[src/rtl/vga_timing_pipeline.sv]
// VGA raster timing generator with a latency-matched sync/DE/RGB output stage and a
// frame-boundary double-buffer swap. Optional colour-bar source: VGA_TEST_PATTERN_EN.
module vga_timing_pipeline #(
  parameter int   H_ACTIVE = 640,
  parameter int   H_FP     = 16,
  parameter int   H_SYNC   = 96,
  parameter int   H_BP     = 48,
  parameter int   V_ACTIVE = 480,
  parameter int   V_FP     = 10,
  parameter int   V_SYNC   = 2,
  parameter int   V_BP     = 33,
  parameter logic H_POL    = 1'b0,
  parameter logic V_POL    = 1'b0,
  parameter int   COLOR_W  = 4,
  parameter int   PIPE_LAT = 2,
  localparam int  H_TOTAL  = H_ACTIVE + H_FP + H_SYNC + H_BP,
  localparam int  V_TOTAL  = V_ACTIVE + V_FP + V_SYNC + V_BP,
  localparam int  HW       = $clog2(H_TOTAL),
  localparam int  VW       = $clog2(V_TOTAL)
) (
  input  logic                   clk,
  input  logic                   rst,
  input  logic                   enable,
`ifdef VGA_TEST_PATTERN_EN
  input  logic                   pattern_sel,
`endif
  output logic [HW-1:0]          pix_x,
  output logic [VW-1:0]          pix_y,
  output logic                   fetch_valid,
  input  logic [3*COLOR_W-1:0]   rgb_in,
  input  logic                   swap_req,
  output logic                   swap_ack,
  output logic                   buf_sel,
  output logic                   frame_start,
  output logic                   hsync,
  output logic                   vsync,
  output logic                   de,
  output logic [COLOR_W-1:0]     red,
  output logic [COLOR_W-1:0]     green,
  output logic [COLOR_W-1:0]     blue
);

  localparam int RGB_W    = 3 * COLOR_W;
  localparam int HS_START = H_ACTIVE + H_FP;
  localparam int HS_END   = HS_START + H_SYNC;
  localparam int VS_START = V_ACTIVE + V_FP;
  localparam int VS_END   = VS_START + V_SYNC;
  localparam logic [HW-1:0] H_LAST = HW'(H_TOTAL - 1);
  localparam logic [VW-1:0] V_LAST = VW'(V_TOTAL - 1);

  logic [HW-1:0]     h_cnt_q, h_cnt_d;
  logic [VW-1:0]     v_cnt_q, v_cnt_d;
  logic              buf_sel_q, buf_sel_d;
  logic [PIPE_LAT:0] hs_pipe_q, hs_pipe_d;
  logic [PIPE_LAT:0] vs_pipe_q, vs_pipe_d;
  logic [PIPE_LAT:0] de_pipe_q, de_pipe_d;
  logic [RGB_W-1:0]  rgb_q, rgb_d;

  logic              run_s;
  logic              line_end_s;
  logic              frame_end_s;
  logic              fetch_valid_s;
  logic              frame_start_s;
  logic              swap_ack_s;
  logic              hs_raw_s;
  logic              vs_raw_s;
  logic              de_tap_s;
  logic [RGB_W-1:0]  rgb_src_s;

  // Raw timing decode from this cycle's counter values; reset or disable forces inactive.
  always_comb begin
    run_s         = enable & ~rst;
    line_end_s    = (h_cnt_q == H_LAST);
    frame_end_s   = line_end_s & (v_cnt_q == V_LAST);
    fetch_valid_s = run_s & (int'(h_cnt_q) < H_ACTIVE) & (int'(v_cnt_q) < V_ACTIVE);
    frame_start_s = run_s & (h_cnt_q == '0) & (v_cnt_q == '0);
    swap_ack_s    = run_s & frame_end_s & swap_req;
    hs_raw_s      = ~H_POL;
    vs_raw_s      = ~V_POL;
    if (run_s && (int'(h_cnt_q) >= HS_START) && (int'(h_cnt_q) < HS_END)) begin
      hs_raw_s = H_POL;
    end else begin
      hs_raw_s = ~H_POL;
    end
    if (run_s && (int'(v_cnt_q) >= VS_START) && (int'(v_cnt_q) < VS_END)) begin
      vs_raw_s = V_POL;
    end else begin
      vs_raw_s = ~V_POL;
    end
  end

  // Counter advance: parked at origin while disabled, line and frame wrap otherwise.
  always_comb begin
    h_cnt_d = h_cnt_q;
    v_cnt_d = v_cnt_q;
    if (!enable) begin
      h_cnt_d = '0;
      v_cnt_d = '0;
    end else if (line_end_s) begin
      h_cnt_d = '0;
      if (v_cnt_q == V_LAST) begin
        v_cnt_d = '0;
      end else begin
        v_cnt_d = v_cnt_q + VW'(1);
      end
    end else begin
      h_cnt_d = h_cnt_q + HW'(1);
    end
  end

  // Buffer flip lands together with the counter wrap to origin.
  always_comb begin
    buf_sel_d = buf_sel_q;
    if (swap_ack_s) begin
      buf_sel_d = ~buf_sel_q;
    end else begin
      buf_sel_d = buf_sel_q;
    end
  end

  // Sync/DE delay lines: stage k holds the raw value from k+1 cycles ago.
  always_comb begin
    hs_pipe_d    = hs_pipe_q;
    vs_pipe_d    = vs_pipe_q;
    de_pipe_d    = de_pipe_q;
    hs_pipe_d[0] = hs_raw_s;
    vs_pipe_d[0] = vs_raw_s;
    de_pipe_d[0] = fetch_valid_s;
    for (int k = 1; k <= PIPE_LAT; k++) begin
      hs_pipe_d[k] = hs_pipe_q[k-1];
      vs_pipe_d[k] = vs_pipe_q[k-1];
      de_pipe_d[k] = de_pipe_q[k-1];
    end
  end

  // Fetch-valid as seen when the frame-store data for that fetch arrives.
  generate
    if (PIPE_LAT == 0) begin : g_de_tap_raw
      assign de_tap_s = fetch_valid_s;
    end else begin : g_de_tap_pipe
      assign de_tap_s = de_pipe_q[PIPE_LAT-1];
    end
  endgenerate

`ifdef VGA_TEST_PATTERN_EN
  logic [HW-1:0]    x_dly_s;
  logic [2:0]       bar_idx_s;
  logic [RGB_W-1:0] bar_rgb_s;

  function automatic logic [RGB_W-1:0] bar_color(input logic r, input logic g, input logic b);
    return {{COLOR_W{r}}, {COLOR_W{g}}, {COLOR_W{b}}};
  endfunction

  generate
    if (PIPE_LAT == 0) begin : g_x_raw
      assign x_dly_s = h_cnt_q;
    end else begin : g_x_pipe
      logic [HW-1:0] x_pipe_q [PIPE_LAT];
      logic [HW-1:0] x_pipe_d [PIPE_LAT];

      // Column delay line matching the frame-store latency.
      always_comb begin
        x_pipe_d    = x_pipe_q;
        x_pipe_d[0] = h_cnt_q;
        for (int k = 1; k < PIPE_LAT; k++) begin
          x_pipe_d[k] = x_pipe_q[k-1];
        end
      end

      // Column delay registers.
      always_ff @(posedge clk) begin
        if (rst) begin
          for (int k = 0; k < PIPE_LAT; k++) begin
            x_pipe_q[k] <= '0;
          end
        end else begin
          x_pipe_q <= x_pipe_d;
        end
      end

      assign x_dly_s = x_pipe_q[PIPE_LAT-1];
    end
  endgenerate

  // Eight equal-width vertical bars across the active width.
  always_comb begin
    bar_idx_s = 3'((int'(x_dly_s) * 32'sd8) / H_ACTIVE);
    case (bar_idx_s)
      3'd0:    bar_rgb_s = bar_color(1'b1, 1'b1, 1'b1);
      3'd1:    bar_rgb_s = bar_color(1'b1, 1'b1, 1'b0);
      3'd2:    bar_rgb_s = bar_color(1'b0, 1'b1, 1'b1);
      3'd3:    bar_rgb_s = bar_color(1'b0, 1'b1, 1'b0);
      3'd4:    bar_rgb_s = bar_color(1'b1, 1'b0, 1'b1);
      3'd5:    bar_rgb_s = bar_color(1'b1, 1'b0, 1'b0);
      3'd6:    bar_rgb_s = bar_color(1'b0, 1'b0, 1'b1);
      default: bar_rgb_s = bar_color(1'b0, 1'b0, 1'b0);
    endcase
  end
`endif

  // Pixel source select and blanking outside the active area.
  always_comb begin
    rgb_src_s = rgb_in;
    rgb_d     = '0;
`ifdef VGA_TEST_PATTERN_EN
    if (pattern_sel) begin
      rgb_src_s = bar_rgb_s;
    end else begin
      rgb_src_s = rgb_in;
    end
`endif
    if (de_tap_s) begin
      rgb_d = rgb_src_s;
    end else begin
      rgb_d = '0;
    end
  end

  // State, delay-line and pixel registers; reset overrides everything.
  always_ff @(posedge clk) begin
    if (rst) begin
      h_cnt_q   <= '0;
      v_cnt_q   <= '0;
      buf_sel_q <= 1'b0;
      hs_pipe_q <= {(PIPE_LAT+1){~H_POL}};
      vs_pipe_q <= {(PIPE_LAT+1){~V_POL}};
      de_pipe_q <= '0;
      rgb_q     <= '0;
    end else begin
      h_cnt_q   <= h_cnt_d;
      v_cnt_q   <= v_cnt_d;
      buf_sel_q <= buf_sel_d;
      hs_pipe_q <= hs_pipe_d;
      vs_pipe_q <= vs_pipe_d;
      de_pipe_q <= de_pipe_d;
      rgb_q     <= rgb_d;
    end
  end

  assign pix_x       = h_cnt_q;
  assign pix_y       = v_cnt_q;
  assign fetch_valid = fetch_valid_s;
  assign frame_start = frame_start_s;
  assign swap_ack    = swap_ack_s;
  assign buf_sel     = buf_sel_q;
  assign hsync       = hs_pipe_q[PIPE_LAT];
  assign vsync       = vs_pipe_q[PIPE_LAT];
  assign de          = de_pipe_q[PIPE_LAT];
  assign red         = rgb_q[RGB_W-1 -: COLOR_W];
  assign green       = rgb_q[2*COLOR_W-1 -: COLOR_W];
  assign blue        = rgb_q[COLOR_W-1:0];

endmodule

[config.mk]
export PLATFORM = sky130hd
export DESIGN_NAME = vga_timing_pipeline
export DESIGN_NICKNAME = d
export VERILOG_FILES = /design/src/rtl/vga_timing_pipeline.sv
export SDC_FILE = /design/constraint.sdc
export NUM_CORES = 1
export LEC_CHECK = 0
export CAP_MARGIN = 30
export CORE_MARGIN = 4
export CORE_UTILIZATION = 44
export DETAILED_ROUTE_END_ITERATION = 12
export PLACE_DENSITY = 0.78
export SLEW_MARGIN = 20
export SYNTH_ARGS = -nofsm -noshare
export SYNTH_HDL_FRONTEND = slang
export SYNTH_SLANG_ARGS = --single-unit
[constraint.sdc]
create_clock -name clk -period 2.68 [get_ports clk]
set_clock_uncertainty 0.1 [all_clocks]
set_input_delay 0.536 -clock clk [delete_from_list [all_inputs] [get_ports clk]]
set_output_delay 0.536 -clock clk [all_outputs]
set_load 0.05 [all_outputs]
==> run metrics <==
I/O pin count=55; Slew Viols, Final=0; vias in the first global route=1421; FF-to-FF setup slack=0.58 ns; Max Buffers Root-to-Sink=2; P_leak=0.8694 nW; Worst-Margin Slew=0.6817 ns; H-Tree Depth=2; TritonCTS clock tree=done; aggregate global-route resource usage=17.53%; Fill cells=276; Post-synth EDFFs=0; wire length per cell=13.74 um; Clock Sinks=42; RSZ-0062 raised after global routing=no; largest area contributor in the netlist=dfxtp_1; # diodes=0; post-synthesis async set-or-reset flop share=0%; sequential-to-total area share from yosys stat=51.73%; Netlist Area Pre-Place=1625 um2; critical path fanouts, max=14; Residual DRC=0; Setup TNS=0 ns; Die Y=68.78 um; Syn Nets=190; drt pass-1 iters=4; dpl hpwl=2914 um; Synth Flop Type=dfxtp_1; Area growth, synth to finish=46.81%; min Tclk post-route=2.515 ns; CTS Buf Count=5; Initial Util=47.22%; Routed WL=3820 um; Final nets=251; Tcrit/Tclk final=93.84%; cell area after layout=2386 um2; via/cell ratio=5.173; largest net degree at the start of global routing=16; relative slew slack=54.13%; Fmax=0.3976 GHz; Pwr Density=475.2 nW/um2; max capacitance violation total=0; Yosys cell types=29; startpoint type of the worst setup path=flop; dpl cell area=2278 um2; global-route wire length before repair=6216 um; post-synthesis area per instance=9.561 um2; clk_lat worst skew=0.29 ns; worst slack at placement=0.02705 ns; worst setup path class=reg -> out; total grt overflow=0; commonest cells after routing, fill and taps aside=49 x clkdlybuf4s50_1, 39 x dfxtp_1, 17 x nor2_1; Mapped Cells=170; Crit. End Element=output pin; antenna violations before repair=0; Arrival @ worst endpoint=1.88 ns; setup violators final=0; Synth area leaders=dfxtp_1 52%, and2_1 5.0%, nor2_1 3.9%; share of the synthesized area in the top cell type=51.73%; initial drt markers=49; R2R Path Start=pix_x[0]; CTS Hold Bufs=0; Worst-path clk slew=0.08 ns; Peak VDD IR=0.3185 mV; Final ANT Viol Nets=0; full die area=4730 um2; crit path launch=pix_x[0]; worst min-delay path startpoint=hs_pipe_q[1]; Root Driver=clkbuf_8; core footprint=3442 um2; RD Place Congestion=0.8205; most common cell after layout, fill and taps aside=clkdlybuf4s50_1; layout cells sized above 1=11.21%; worst hold path type=reg -> reg; Yosys Warn Count=0; FP Rows=21; WP data required=2.04 ns; via count=1438; Power, Total=1.134 mW; Yosys reg bits=42; Fin. Hold Viols=0; port bufs=54; Die W=68.78 um; Final WS setup=0.1650 ns; outcome=completed
==> synthesized netlist by cell type, types with 4 or more instances <==
library cell  instances
nand4_1               6
nor2_1               17
a21oi_1               5
o21ai_0               4
inv_1                 6
nand2_1               7
ha_1                  4
or4_1                 6
and3_1                4
or2_2                 4
xnor2_1               7
and2_1               13
xor2_1                4
nand3_1               8
dfxtp_1              42
nor2b_1               4
nor3_1                6
==> logic make-up (layout without fill, tap and decap cells) <==
kind of cell / count (synthesis) / in the layout / share of synthesized area, %
muxes: 2 / 2 / 1.232
adders and majority gates: 4 / 4 / 3.079
buffers and inverters: 9 / 71 / 2.155
and+or+nand+nor: 88 / 88 / 31.02
xor gates and xnor gates: 11 / 11 / 5.927
DFF: 42 / 42 / 51.73
AOI/OAI and AO/OA: 14 / 14 / 4.850
==> critical path: stages, from the launching register on <==
cell and delay, ns:
dfxtp_2 0.38, ha_1 0.21, nand3_1 0.15, or3_4 0.52
nor3_4 0.18, buf_12 0.16
==> worst paths after layout <==
check | endpoint | cells after the start
worst max-delay path | swap_ack | 5
worst min-delay path | hs_pipe_q[2] | 1
worst max register to register | buf_sel | 5
worst min register to register | hs_pipe_q[2] | 1
==> cell type report <==
class	instances	area (um2)	share of cell area (%)
Sequential cell	42	844.6	35.40
Multi-Input combinational cell	119	769.5	32.25
Timing Repair Buffer	57	598.1	25.07
Clock buffer	5	68.82	2.884
Tap cell	46	57.56	2.412
Clock inverter	3	25.02	1.049
Inverter	6	22.52	0.9439
==> timing repair <==
item	4_1_cts	5_1_grt
resized for setup	0	4
setup buffers	0	0
endpoints found under the setup margin	0	1
==> power breakdown <==
part	switching (mW)	internal, mW
Combinational	0.0431	0.0434
Sequential	0.00320	0.630
Clock	0.226	0.188
Total	0.273	0.861
==> per-stage QoR <==
stage,instances,utilization [%],hold WS [ns]
after floorplan,170,-,0.2895
after global placement,270,66.19,0.2984
after detailed placement,270,66.19,0.3050
after CTS,278,68.92,0.3215
after global routing,278,69.32,0.3275
final,278,69.32,0.3185
==> sequential cells by signal, summed over array words and instances, names as in the netlist <==
| signal | flops |
|---|---|
| rgb_q | 12 |
| pix_x | 10 |
| pix_y | 10 |
| de_pipe_q | 3 |
| hs_pipe_q | 3 |
| vs_pipe_q | 3 |
| buf_sel | 1 |
==> per-layer routing <==
| metal | wire (um) | track usage (%) |
|---|---|---|
| met3 | 274 | 3.890 |
| met4 | 36 | 7.299 |
| met2 | 1945 | 31.23 |
| met5 | 0 | 0 |
| met1 | 1564 | 20.08 |
Note: power is estimated with default switching activity, not from simulation.
